--- src/rtl/mmio_pkg.sv ---
// Shared addresses, FSM state type and STATUS bit positions for the
// memory-mapped UART transmitter.
package mmio_pkg;

  localparam logic [31:0] UART_DATA_ADDR   = 32'hffff_0040;
  localparam logic [31:0] UART_STATUS_ADDR = 32'hffff_0044;
  localparam logic [31:0] UART_ACK_ADDR    = 32'hffff_0048;

  typedef enum logic [1:0] {
    IDLE  = 2'd0,
    START = 2'd1,
    DATA  = 2'd2,
    STOP  = 2'd3
  } tx_state_t;

  localparam int STAT_BUSY      = 0;
  localparam int STAT_EMPTY     = 1;
  localparam int STAT_FULL      = 2;
  localparam int STAT_OVERFLOW  = 3;
  localparam int STAT_PENDING   = 4;
  localparam int STAT_COUNT_LSB = 8;

endpackage

--- src/rtl/byte_fifo.sv ---
// Small circular FIFO with occupancy count; a push while full is refused,
// a pop while empty is ignored.
module byte_fifo #(
  parameter int DEPTH = 8,
  parameter int WIDTH = 8
) (
  input  logic                     clk,
  input  logic                     rst_n,
  input  logic                     push_i,
  input  logic [WIDTH-1:0]         wdata_i,
  input  logic                     pop_i,
  output logic [WIDTH-1:0]         rdata_o,
  output logic                     full_o,
  output logic                     empty_o,
  output logic [$clog2(DEPTH):0]   count_o
);

  localparam int AW = $clog2(DEPTH);

  logic [WIDTH-1:0] mem_q [DEPTH];
  logic [AW-1:0]    wrPtr_q;
  logic [AW-1:0]    rdPtr_q;
  logic [AW:0]      count_q;
  logic             doPush;
  logic             doPop;

  assign full_o  = (count_q == (AW+1)'(DEPTH));
  assign empty_o = (count_q == '0);
  assign count_o = count_q;
  assign rdata_o = mem_q[rdPtr_q];

  // Fullness is judged before this cycle's pop, so a push into a full FIFO is dropped.
  assign doPush = push_i && !full_o;
  assign doPop  = pop_i && !empty_o;

  always_ff @(posedge clk) begin
    if (doPush) begin
      mem_q[wrPtr_q] <= wdata_i;
    end
  end

  always_ff @(posedge clk or negedge rst_n) begin
    if (!rst_n) begin
      wrPtr_q <= '0;
      rdPtr_q <= '0;
      count_q <= '0;
    end else begin
      if (doPush) begin
        wrPtr_q <= wrPtr_q + 1'b1;
      end
      if (doPop) begin
        rdPtr_q <= rdPtr_q + 1'b1;
      end
      case ({doPush, doPop})
        2'b10:   count_q <= count_q + 1'b1;
        2'b01:   count_q <= count_q - 1'b1;
        default: count_q <= count_q;
      endcase
    end
  end

endmodule

--- src/rtl/mmio_uart_tx.sv ---
// Memory-mapped 8N1 transmitter on the data bus: decodes DATA/STATUS/ACK,
// queues bytes, serializes them and raises a level interrupt when drained.
module mmio_uart_tx
  import mmio_pkg::*;
#(
  parameter int DEPTH        = 8,
  parameter int CLKS_PER_BIT = 4
) (
  input  logic        clk,
  input  logic        reset,
  output logic        UartInterrupt,
  output logic        UartAddress,
  output logic [31:0] uart_rd_data,
  input  logic [31:0] address,
  input  logic [31:0] data,
  input  logic        MemRead,
  input  logic        MemWrite,
  output logic        txd
);

  localparam int CW = (CLKS_PER_BIT > 1) ? $clog2(CLKS_PER_BIT) : 1;
  localparam logic [CW-1:0] LAST_TICK = CW'(CLKS_PER_BIT - 1);

  tx_state_t             state_q, state_d;
  logic [CW-1:0]         clkCnt_q, clkCnt_d;
  logic [2:0]            bitCnt_q, bitCnt_d;
  logic [7:0]            shift_q, shift_d;
  logic                  txd_q, txd_d;
  logic                  pending_q, pending_d;
  logic                  overflow_q, overflow_d;

  logic                  hitData, hitStatus, hitAck;
  logic                  pushReq, ackWr, bitTick, setPending, fifoPop;
  logic                  fifoFull, fifoEmpty;
  logic [7:0]            fifoHead;
  logic [$clog2(DEPTH):0] fifoCount;
  logic [31:0]           status;
  logic                  unusedData;

  assign hitData     = (address == UART_DATA_ADDR);
  assign hitStatus   = (address == UART_STATUS_ADDR);
  assign hitAck      = (address == UART_ACK_ADDR);
  assign UartAddress = hitData || hitStatus || hitAck;
  assign pushReq     = MemWrite && hitData;
  assign ackWr       = MemWrite && hitAck;
  assign unusedData  = ^data[31:8];

  byte_fifo #(.DEPTH(DEPTH), .WIDTH(8)) u_fifo (
    .clk     (clk),
    .rst_n   (reset),
    .push_i  (pushReq),
    .wdata_i (data[7:0]),
    .pop_i   (fifoPop),
    .rdata_o (fifoHead),
    .full_o  (fifoFull),
    .empty_o (fifoEmpty),
    .count_o (fifoCount)
  );

  always_comb begin
    status                          = '0;
    status[STAT_BUSY]               = (state_q != IDLE);
    status[STAT_EMPTY]              = fifoEmpty;
    status[STAT_FULL]               = fifoFull;
    status[STAT_OVERFLOW]           = overflow_q;
    status[STAT_PENDING]            = pending_q;
    status[STAT_COUNT_LSB +: 8]     = 8'(fifoCount);
  end

  assign uart_rd_data  = (MemRead && hitStatus) ? status : 32'd0;
  assign bitTick       = (clkCnt_q == LAST_TICK);
  assign txd           = txd_q;
  assign UartInterrupt = pending_q;

  always_ff @(posedge clk or negedge reset) begin
    if (!reset) begin
      state_q <= IDLE;
    end else begin
      state_q <= state_d;
    end
  end

  always_comb begin
    state_d = state_q;
    case (state_q)
      IDLE:    if (!fifoEmpty) state_d = START;
      START:   if (bitTick) state_d = DATA;
      DATA:    if (bitTick && bitCnt_q == 3'd7) state_d = STOP;
      STOP:    if (bitTick) state_d = fifoEmpty ? IDLE : START;
      default: state_d = IDLE;
    endcase
  end

  // STOP chains straight into the next START when more bytes wait, so frames abut.
  always_comb begin
    fifoPop    = 1'b0;
    setPending = 1'b0;
    clkCnt_d   = clkCnt_q;
    bitCnt_d   = bitCnt_q;
    shift_d    = shift_q;
    case (state_q)
      IDLE: begin
        clkCnt_d = '0;
        bitCnt_d = '0;
        if (!fifoEmpty) begin
          fifoPop = 1'b1;
          shift_d = fifoHead;
        end
      end
      START: begin
        clkCnt_d = bitTick ? '0 : clkCnt_q + 1'b1;
      end
      DATA: begin
        clkCnt_d = bitTick ? '0 : clkCnt_q + 1'b1;
        if (bitTick) begin
          shift_d  = shift_q >> 1;
          bitCnt_d = bitCnt_q + 1'b1;
        end
      end
      STOP: begin
        clkCnt_d = bitTick ? '0 : clkCnt_q + 1'b1;
        if (bitTick) begin
          bitCnt_d = '0;
          if (!fifoEmpty) begin
            fifoPop = 1'b1;
            shift_d = fifoHead;
          end else begin
            setPending = 1'b1;
          end
        end
      end
      default: begin
        clkCnt_d = '0;
        bitCnt_d = '0;
      end
    endcase
    case (state_d)
      START:   txd_d = 1'b0;
      DATA:    txd_d = shift_d[0];
      default: txd_d = 1'b1;
    endcase
  end

  // A completing frame outranks a same-edge ACK for pending; ACK always clears overflow.
  always_comb begin
    pending_d  = pending_q;
    overflow_d = overflow_q;
    if (setPending) begin
      pending_d = 1'b1;
    end else if (ackWr) begin
      pending_d = 1'b0;
    end
    if (ackWr) begin
      overflow_d = 1'b0;
    end else if (pushReq && fifoFull) begin
      overflow_d = 1'b1;
    end
  end

  always_ff @(posedge clk or negedge reset) begin
    if (!reset) begin
      clkCnt_q   <= '0;
      bitCnt_q   <= '0;
      shift_q    <= '0;
      txd_q      <= 1'b1;
      pending_q  <= 1'b0;
      overflow_q <= 1'b0;
    end else begin
      clkCnt_q   <= clkCnt_d;
      bitCnt_q   <= bitCnt_d;
      shift_q    <= shift_d;
      txd_q      <= txd_d;
      pending_q  <= pending_d;
      overflow_q <= overflow_d;
    end
  end

endmodule

--- config.mk ---
export PLATFORM = sky130hd
export DESIGN_NAME = mmio_uart_tx
export DESIGN_NICKNAME = d
export VERILOG_FILES = /design/src/rtl/mmio_pkg.sv /design/src/rtl/byte_fifo.sv /design/src/rtl/mmio_uart_tx.sv
export SDC_FILE = /design/constraint.sdc
export NUM_CORES = 1
export LEC_CHECK = 0
export CORE_MARGIN = 2
export CORE_UTILIZATION = 25
export DETAILED_ROUTE_END_ITERATION = 12
export HOLD_SLACK_MARGIN = 0.08
export PLACE_DENSITY = 0.49
export SETUP_SLACK_MARGIN = 0.02
export SYNTH_ARGS = -nofsm -noshare
export SYNTH_HDL_FRONTEND = slang
export SYNTH_SLANG_ARGS = --single-unit
--- constraint.sdc ---
create_clock -name clk -period 3.2 [get_ports clk]
set_clock_uncertainty 0.05 [all_clocks]
set_input_delay 0.8 -clock clk [delete_from_list [all_inputs] [get_ports clk]]
set_output_delay 0.8 -clock clk [all_outputs]
set_load 0.01 [all_outputs]
# ---- After elaboration in Yosys (flattened, before gate mapping)
# Memory sizes are Yosys's and may differ from the RTL's.
# Cells that the tools add are included.
dict set report op_classes {
  eq_ne 15
  n_addsub 6
  muxes 30
  reduce_logical 20
}
# cell count
set ops {}
lappend ops {{$eq 32x32->1 const B} 3}
lappend ops {{$mux 8} 3}
lappend ops {{$pmux 8 s3} 1}
lappend ops {{$mux 1} 12}
lappend ops {{$mux 12} 1}
lappend ops {{$eq 2x2->1 const B} 5}
lappend ops {{$mux 2} 5}
lappend ops {{$add 3x1->3 const B} 3}
lappend ops {{$pmux 3 s3} 1}
lappend ops {{$pmux 2 s4} 1}
lappend ops {{$pmux 4 s2} 1}
lappend ops {{$reduce_bool 2->1} 4}
lappend ops {{$logic_and 1x1->1} 7}
lappend ops {{$eq 2x1->1 const B} 3}
lappend ops {{$mux 3} 2}
lappend ops {{$add 4x1->4 const B} 1}
lappend ops {{$eq 4x4->1 const B} 1}
lappend ops {{$logic_not 4->1} 1}
lappend ops {{$ne 2x2->1 const B} 2}
lappend ops {{$pmux 1 s2} 2}
lappend ops {{$pmux 2 s2} 1}
lappend ops {{$sub 4x1->4 const B} 1}
lappend ops {{$eq 3x3->1 const B} 1}
lappend ops {{$reduce_and 3->1} 1}
lappend ops {{other kinds (6)} 8}
dict set report totals {
  register_bits 28
  mem_bits_rw 64
  out_inout_bits 35
  mem_count 1
  in_bits 68
}
# name depth width read_ports rd_clocked_by_memory_dff write_ports line_no
set memory_table {}
lappend memory_table {u_fifo.mem_q 8 8 1 0 1 byte_fifo.sv:20} ;# logic [WIDTH-1:0] mem_q [DEPTH];

# ---- Logic depth before layout (Yosys ltp)
# Gate-level depths: netlist of run 1.
dict set report depth {
  word_depth 7
  ltp_mapped 12
  depth_no_buf 12
}

# ---- Modules after synthesis
# From an unflattened synthesis of run 1, not the netlist that was laid out.
dict set report unflattened {
  cells_unflattened 313
  hier_area_um2 4551.9
}
# module seq_area_each_um2 area_each_um2 cells_each instances
set by_module_without_submodules {}
lappend by_module_without_submodules {byte_fifo 2172.1 3134.3 160 1}
lappend by_module_without_submodules {mmio_uart_tx 451.7 1417.6 153 1}

# ---- Least setup slack after synthesis of run 1
# OpenSTA, ideal clock, no wires.
dict set report synth_timing {
  path_kind {in2reg}
  from {in address[0]}
  to {reg u_fifo.count_q[3], in the netlist u_fifo.count_o[3]}
  setup_slack_ns -0.296
  arrival_time_ns 3.321
  required_time_ns 3.025
  setup_time_ns 0.125
  stages 12
  path_cell_list {or4_1 > nor4_2 > nand4_2 > nor4_4 > inv_1 > ha_1 > ha_1 > a21o_1 > a21oi_1 > xnor2_1 > nor2_1 > xor2_1}
}
dict set report synth_between {
  elab_chain_len 5
  word_cells_on_any_way 7
  classes_between {3 x eq/ne; 1 x mux; 3 x reduce/logical}
}
# element line_no
set synth_lines {}
lappend synth_lines {{start, declared} mmio_uart_tx.sv:14} ;# input logic [31:0] address,
lappend synth_lines {{$eq 32x32->1 (*)} mmio_uart_tx.sv:40} ;# assign hitData = (address == UART_DATA_ADDR);
lappend synth_lines {{$logic_and 1x1->1 (*)} mmio_uart_tx.sv:44} ;# assign pushReq = MemWrite && hitData;
lappend synth_lines {{$logic_and 1x1->1 (*)} byte_fifo.sv:33} ;# assign doPush = push_i && !full_o;
lappend synth_lines {{$eq 2x1->1 or $eq 2x2->1 (tied branches)} byte_fifo.sv:54} ;# case ({doPush, doPop})
lappend synth_lines {{$pmux 4 s2 or $reduce_bool 2->1 (tied branches)} --}
lappend synth_lines {{end signal, assigned} byte_fifo.sv:55} ;# 2'b10: count_q <= count_q + 1'b1;
lappend synth_lines {{end signal, assigned} byte_fifo.sv:56} ;# 2'b01: count_q <= count_q - 1'b1;
lappend synth_lines {{end signal, assigned} byte_fifo.sv:57} ;# default: count_q <= count_q;
lappend synth_lines {{end, declared} byte_fifo.sv:23} ;# logic [AW:0] count_q;
# Mark *: on every way between the ends. The rest lies on a longest branch, timed or not.
# A chain may end at the register's enable or synchronous reset.

# ---- Worst setup path after layout of run 1
dict set report layout_timing {
  from {in address[0]}
  to {out uart_rd_data[3]}
}
dict set report layout_between {
  elab_chain_len 3
}
# element line_no
set layout_lines {}
lappend layout_lines {{$eq 32x32->1} mmio_uart_tx.sv:41} ;# assign hitStatus = (address == UART_STATUS_ADDR);
lappend layout_lines {{$logic_and 1x1->1} mmio_uart_tx.sv:70} ;# assign uart_rd_data = (MemRead && hitStatus) ? status : 32'd0;
lappend layout_lines {{$mux 12} mmio_uart_tx.sv:70}
lappend layout_lines {{end, declared} mmio_uart_tx.sv:13} ;# output logic [31:0] uart_rd_data,
# Every way passes these cells.

==> flow_summary.json, run 1 <==
{
  "synthCells": 307,
  "die_x_um": 136.0,
  "startpoint_type": "input port",
  "critPathKind": "in -> out",
  "finalMaxSlewViolations": 0,
  "diodes": 0,
  "worstPathRequired_ps": 2350,
  "dieArea_sq_um": 18480,
  "ys_seq_area_share_pct": 60.28,
  "final_layout_size_suffix_gt1_share_pct": 24.87,
  "power.leakage_nw": 2.186,
  "clock_latency_ps": 340,
  "rows": 48,
  "ys_async_sr_fraction_pct": 30.43,
  "finish.instance_area_sq_um": 5762,
  "drtAntennaViolNets": 0,
  "violations": "setup timing",
  "nNetsFinal": 475,
  "fillers": 1735,
  "cts_tree": "yes",
  "worst_ir_drop_vdd_v": 0.0003298,
  "dp_hpwl_mm": 6.464,
  "fin_crit_ps": 3205,
  "yosysWarnings": 0,
  "dr.pass1.iters": 5,
  "tightest_slew_ps": 1109,
  "initial_core_util_pct": 25.34,
  "setup_viol": 3,
  "synth_seq_cells": 92,
  "ctsHtreeMaxLevel": 3,
  "hold_class": "reg -> reg",
  "status": "finished, violations left",
  "first_global_vias": 2901,
  "ys.flop_type": "edfxtp_1",
  "core-area_sq_um": 17180,
  "path_cells": "buf_6 > or4_4 > nor4_4 > nand4_2 > buf_4 > nor3_2 > buf_4 > and2_4 > buf_6",
  "routedWlPerCell_um": 14.97,
  "fp.dieH_um": 136.0,
  "critPathArrivalTime_ps": 2350,
  "endpoint_kind": "output port",
  "max_stage_delay_ps": 530,
  "crit_family": "simple AND/OR/NAND/NOR gates",
  "synth_area_sq_um": 4353,
  "overflow": 0,
  "grt_max_degree": 29,
  "slew_headroom_pct": 26.07,
  "holdWs_ps": 384.9,
  "rsz0062_at_grt": "true",
  "io_pins": 103,
  "synth_cell_types": 53,
  "synth-edff-count": 64,
  "cts_root_buffer": "clkbuf_16",
  "port_buffers": 55,
  "critPathSlowestCell": "or4_4",
  "clk_path_buf_depth": 2,
  "finalHoldViolCount": 0,
  "postPlaceCellArea_sq_um": 5368,
  "fin_ws_ps": -4.823,
  "grt_first_pass_wirelength_mm": 15.19,
  "maxCapViolations": 0,
  "crit_buf_inv": 4,
  "vias": 2708,
  "cts_buffers": 9,
  "vias_per_cell": 4.347,
  "cp_max_fo": 4,
  "clk_pin_slew_worst_paths_ps": 70,
  "drt_iter0_drc": 168,
  "avgSynthCellArea_sq_um": 14.18,
  "antenna_found_initial": 0,
  "fmax_mhz": 312.0,
  "grt_usage_pct": 10.87,
  "routed_wl_mm": 9.328,
  "min_period_over_period_pct": 100.2,
  "drc": 0,
  "gp_congestion": 0.7604,
  "cts_hold_buf": 0,
  "clock_sinks": 92,
  "syn2layout_area_growth_pct": 32.37,
  "powerDensity_nw_per_um2": 466.5
}
==> cell usage in the layout (no fill, tap or decap), types with 10 or more instances in the layout <==
cell,n
edfxtp_1,64
clkdlybuf4s50_1,28
dfrtp_1,27
buf_4,24
conb_1,23
nand2_1,17
mux4_2,14
mux2i_1,13
nor2_1,12
ha_1,11
o21ai_0,10
==> layout make-up <==
type / count / area [sq um] / area share, %
Tap cell: 225 / 281.5 / 4.886
Clock buffer: 9 / 225.2 / 3.909
Clock inverter: 7 / 77.57 / 1.346
Timing Repair Buffer: 86 / 814.5 / 14.14
Multi-Input combinational cell: 196 / 1709 / 29.66
Inverter: 8 / 30.03 / 0.5212
Sequential cell: 92 / 2624 / 45.54
==> metrics by stage <==
step                      utilization (%)  total power, mW  setup slack (ps)  setup TNS (ps)  cells
after floorplan                         -            1.539            -76.11          -76.11    329
after global placement              31.25            1.631            -759.7          -20100    602
after detailed placement            31.25            1.641            -774.2          -21630    602
after CTS                           33.21            2.723            -120.6          -515.9    620
after global routing                33.54            2.813            -121.0          -618.3    623
final                               33.54            2.688            -4.823          -11.81    623
==> cell families after synthesis <==
kind of cell	synth area share, %
muxes	11.01
other	0.08615
buffers and inverters	5.605
AOI/OAI and AO/OA	6.036
and+or+nand+nor	11.18
adders and majority gates	4.197
xor gates and xnor gates	1.610
DFF	60.28
==> Yosys cell counts (2+ instances only) <==
| master | n | share of area [%] |
|---|---|---|
| a21oi_1 | 6 | 0.69 |
| a21o_1 | 2 | 0.34 |
| nor2_1 | 12 | 1.0 |
| clkbuf_1 | 7 | 0.60 |
| buf_2 | 3 | 0.34 |
| nor2b_1 | 6 | 0.86 |
| xnor2_1 | 3 | 0.60 |
| o21ai_0 | 11 | 1.3 |
| or3_1 | 2 | 0.29 |
| dfrtp_1 | 27 | 16 |
| xor2_1 | 5 | 1.0 |
| and2_1 | 4 | 0.57 |
| nor4_2 | 2 | 0.57 |
| nand2_1 | 17 | 1.5 |
| ha_1 | 13 | 3.7 |
| a22oi_1 | 6 | 1.0 |
| nand2b_1 | 4 | 0.57 |
| or4_1 | 2 | 0.34 |
| nand4b_1 | 3 | 0.60 |
| and3_1 | 2 | 0.29 |
| edfxtp_1 | 64 | 44 |
| inv_1 | 8 | 0.69 |
| nand4_1 | 2 | 0.29 |
| buf_4 | 23 | 4.0 |
| mux2_2 | 2 | 0.52 |
| o21a_1 | 2 | 0.34 |
| o32a_1 | 2 | 0.46 |
| mux4_2 | 14 | 7.2 |
| o22a_1 | 2 | 0.40 |
| nor3_1 | 8 | 0.92 |
| nand3_1 | 4 | 0.46 |
| nor4_1 | 6 | 0.86 |
| mux2i_1 | 13 | 3.0 |
==> worst register-to-register path: stages, from the launching register on <==
cell	delay, ps
dfrtp_1	430
inv_1	120
ha_1	290
a21oi_1	340
nor3_1	80
buf_4	170
ha_4	180
ha_4	200
a21o_1	160
a21oi_2	130
xnor2_1	120
nor2_1	60
xor2_1	130
==> report_power, final <==
group,internal [mW],switching [mW]
clock network,0.617,0.462
logic,0.124,0.0949
registers,1.33,0.0554
==> flip-flops by register name, summed over array words and instances, names as in the netlist <==
name	cells
txd	1
state_q	2
u_fifo.wrPtr_q	3
UartInterrupt	1
bitCnt_q	3
clkCnt_q	2
u_fifo.mem_q	64
u_fifo.count_o	4
shift_q	8
u_fifo.rdPtr_q	3
overflow_q	1
==> final timing paths <==
kind	cells past startpoint	slack (ps)	end	start
setup / recovery	9	-5	uart_rd_data[3]	address[0]
max in group asynchronous	2	1990	txd$_DFF_PN1_	reset
min in group asynchronous	2	800	u_fifo.count_o[1]$_DFFE_PN0P_	reset
hold / removal	1	380	clkCnt_q[0]$_DFF_PN0_	clkCnt_q[0]$_DFF_PN0_
hold reg to reg	1	380	clkCnt_q[0]$_DFF_PN0_	clkCnt_q[0]$_DFF_PN0_
setup reg to reg	12	620	u_fifo.count_o[3]$_DFFE_PN0P_	state_q[0]$_DFF_PN0_
==> metal layers <==
layer | vias to the layer above | wire [um] | track usage [%]
met5 | - | 0 | 0
met4 | 0 | 119 | 2.662
met3 | 11 | 299 | 3.281
met2 | 54 | 4698 | 18.69
met1 | 1352 | 4211 | 13.37
li1 | 1291 | - | -
==> timing repair <==
item	4_1_cts	5_1_grt
pin swaps	15	11
gates resized for setup	76	10
endpoints found under the setup margin	13	13
buffers inserted	3	3
gates cloned	0	0
Note: power is estimated with default switching activity, not from simulation.
==> inputs of run 2 (changes only) <==
ABC_CLOCK_PERIOD_IN_PS = 3200   (was unset)
TNS_END_PERCENT = 100   (was unset)
==> results of run 2 <==
Final layout, timing and power as in run 1 (identical DEF).
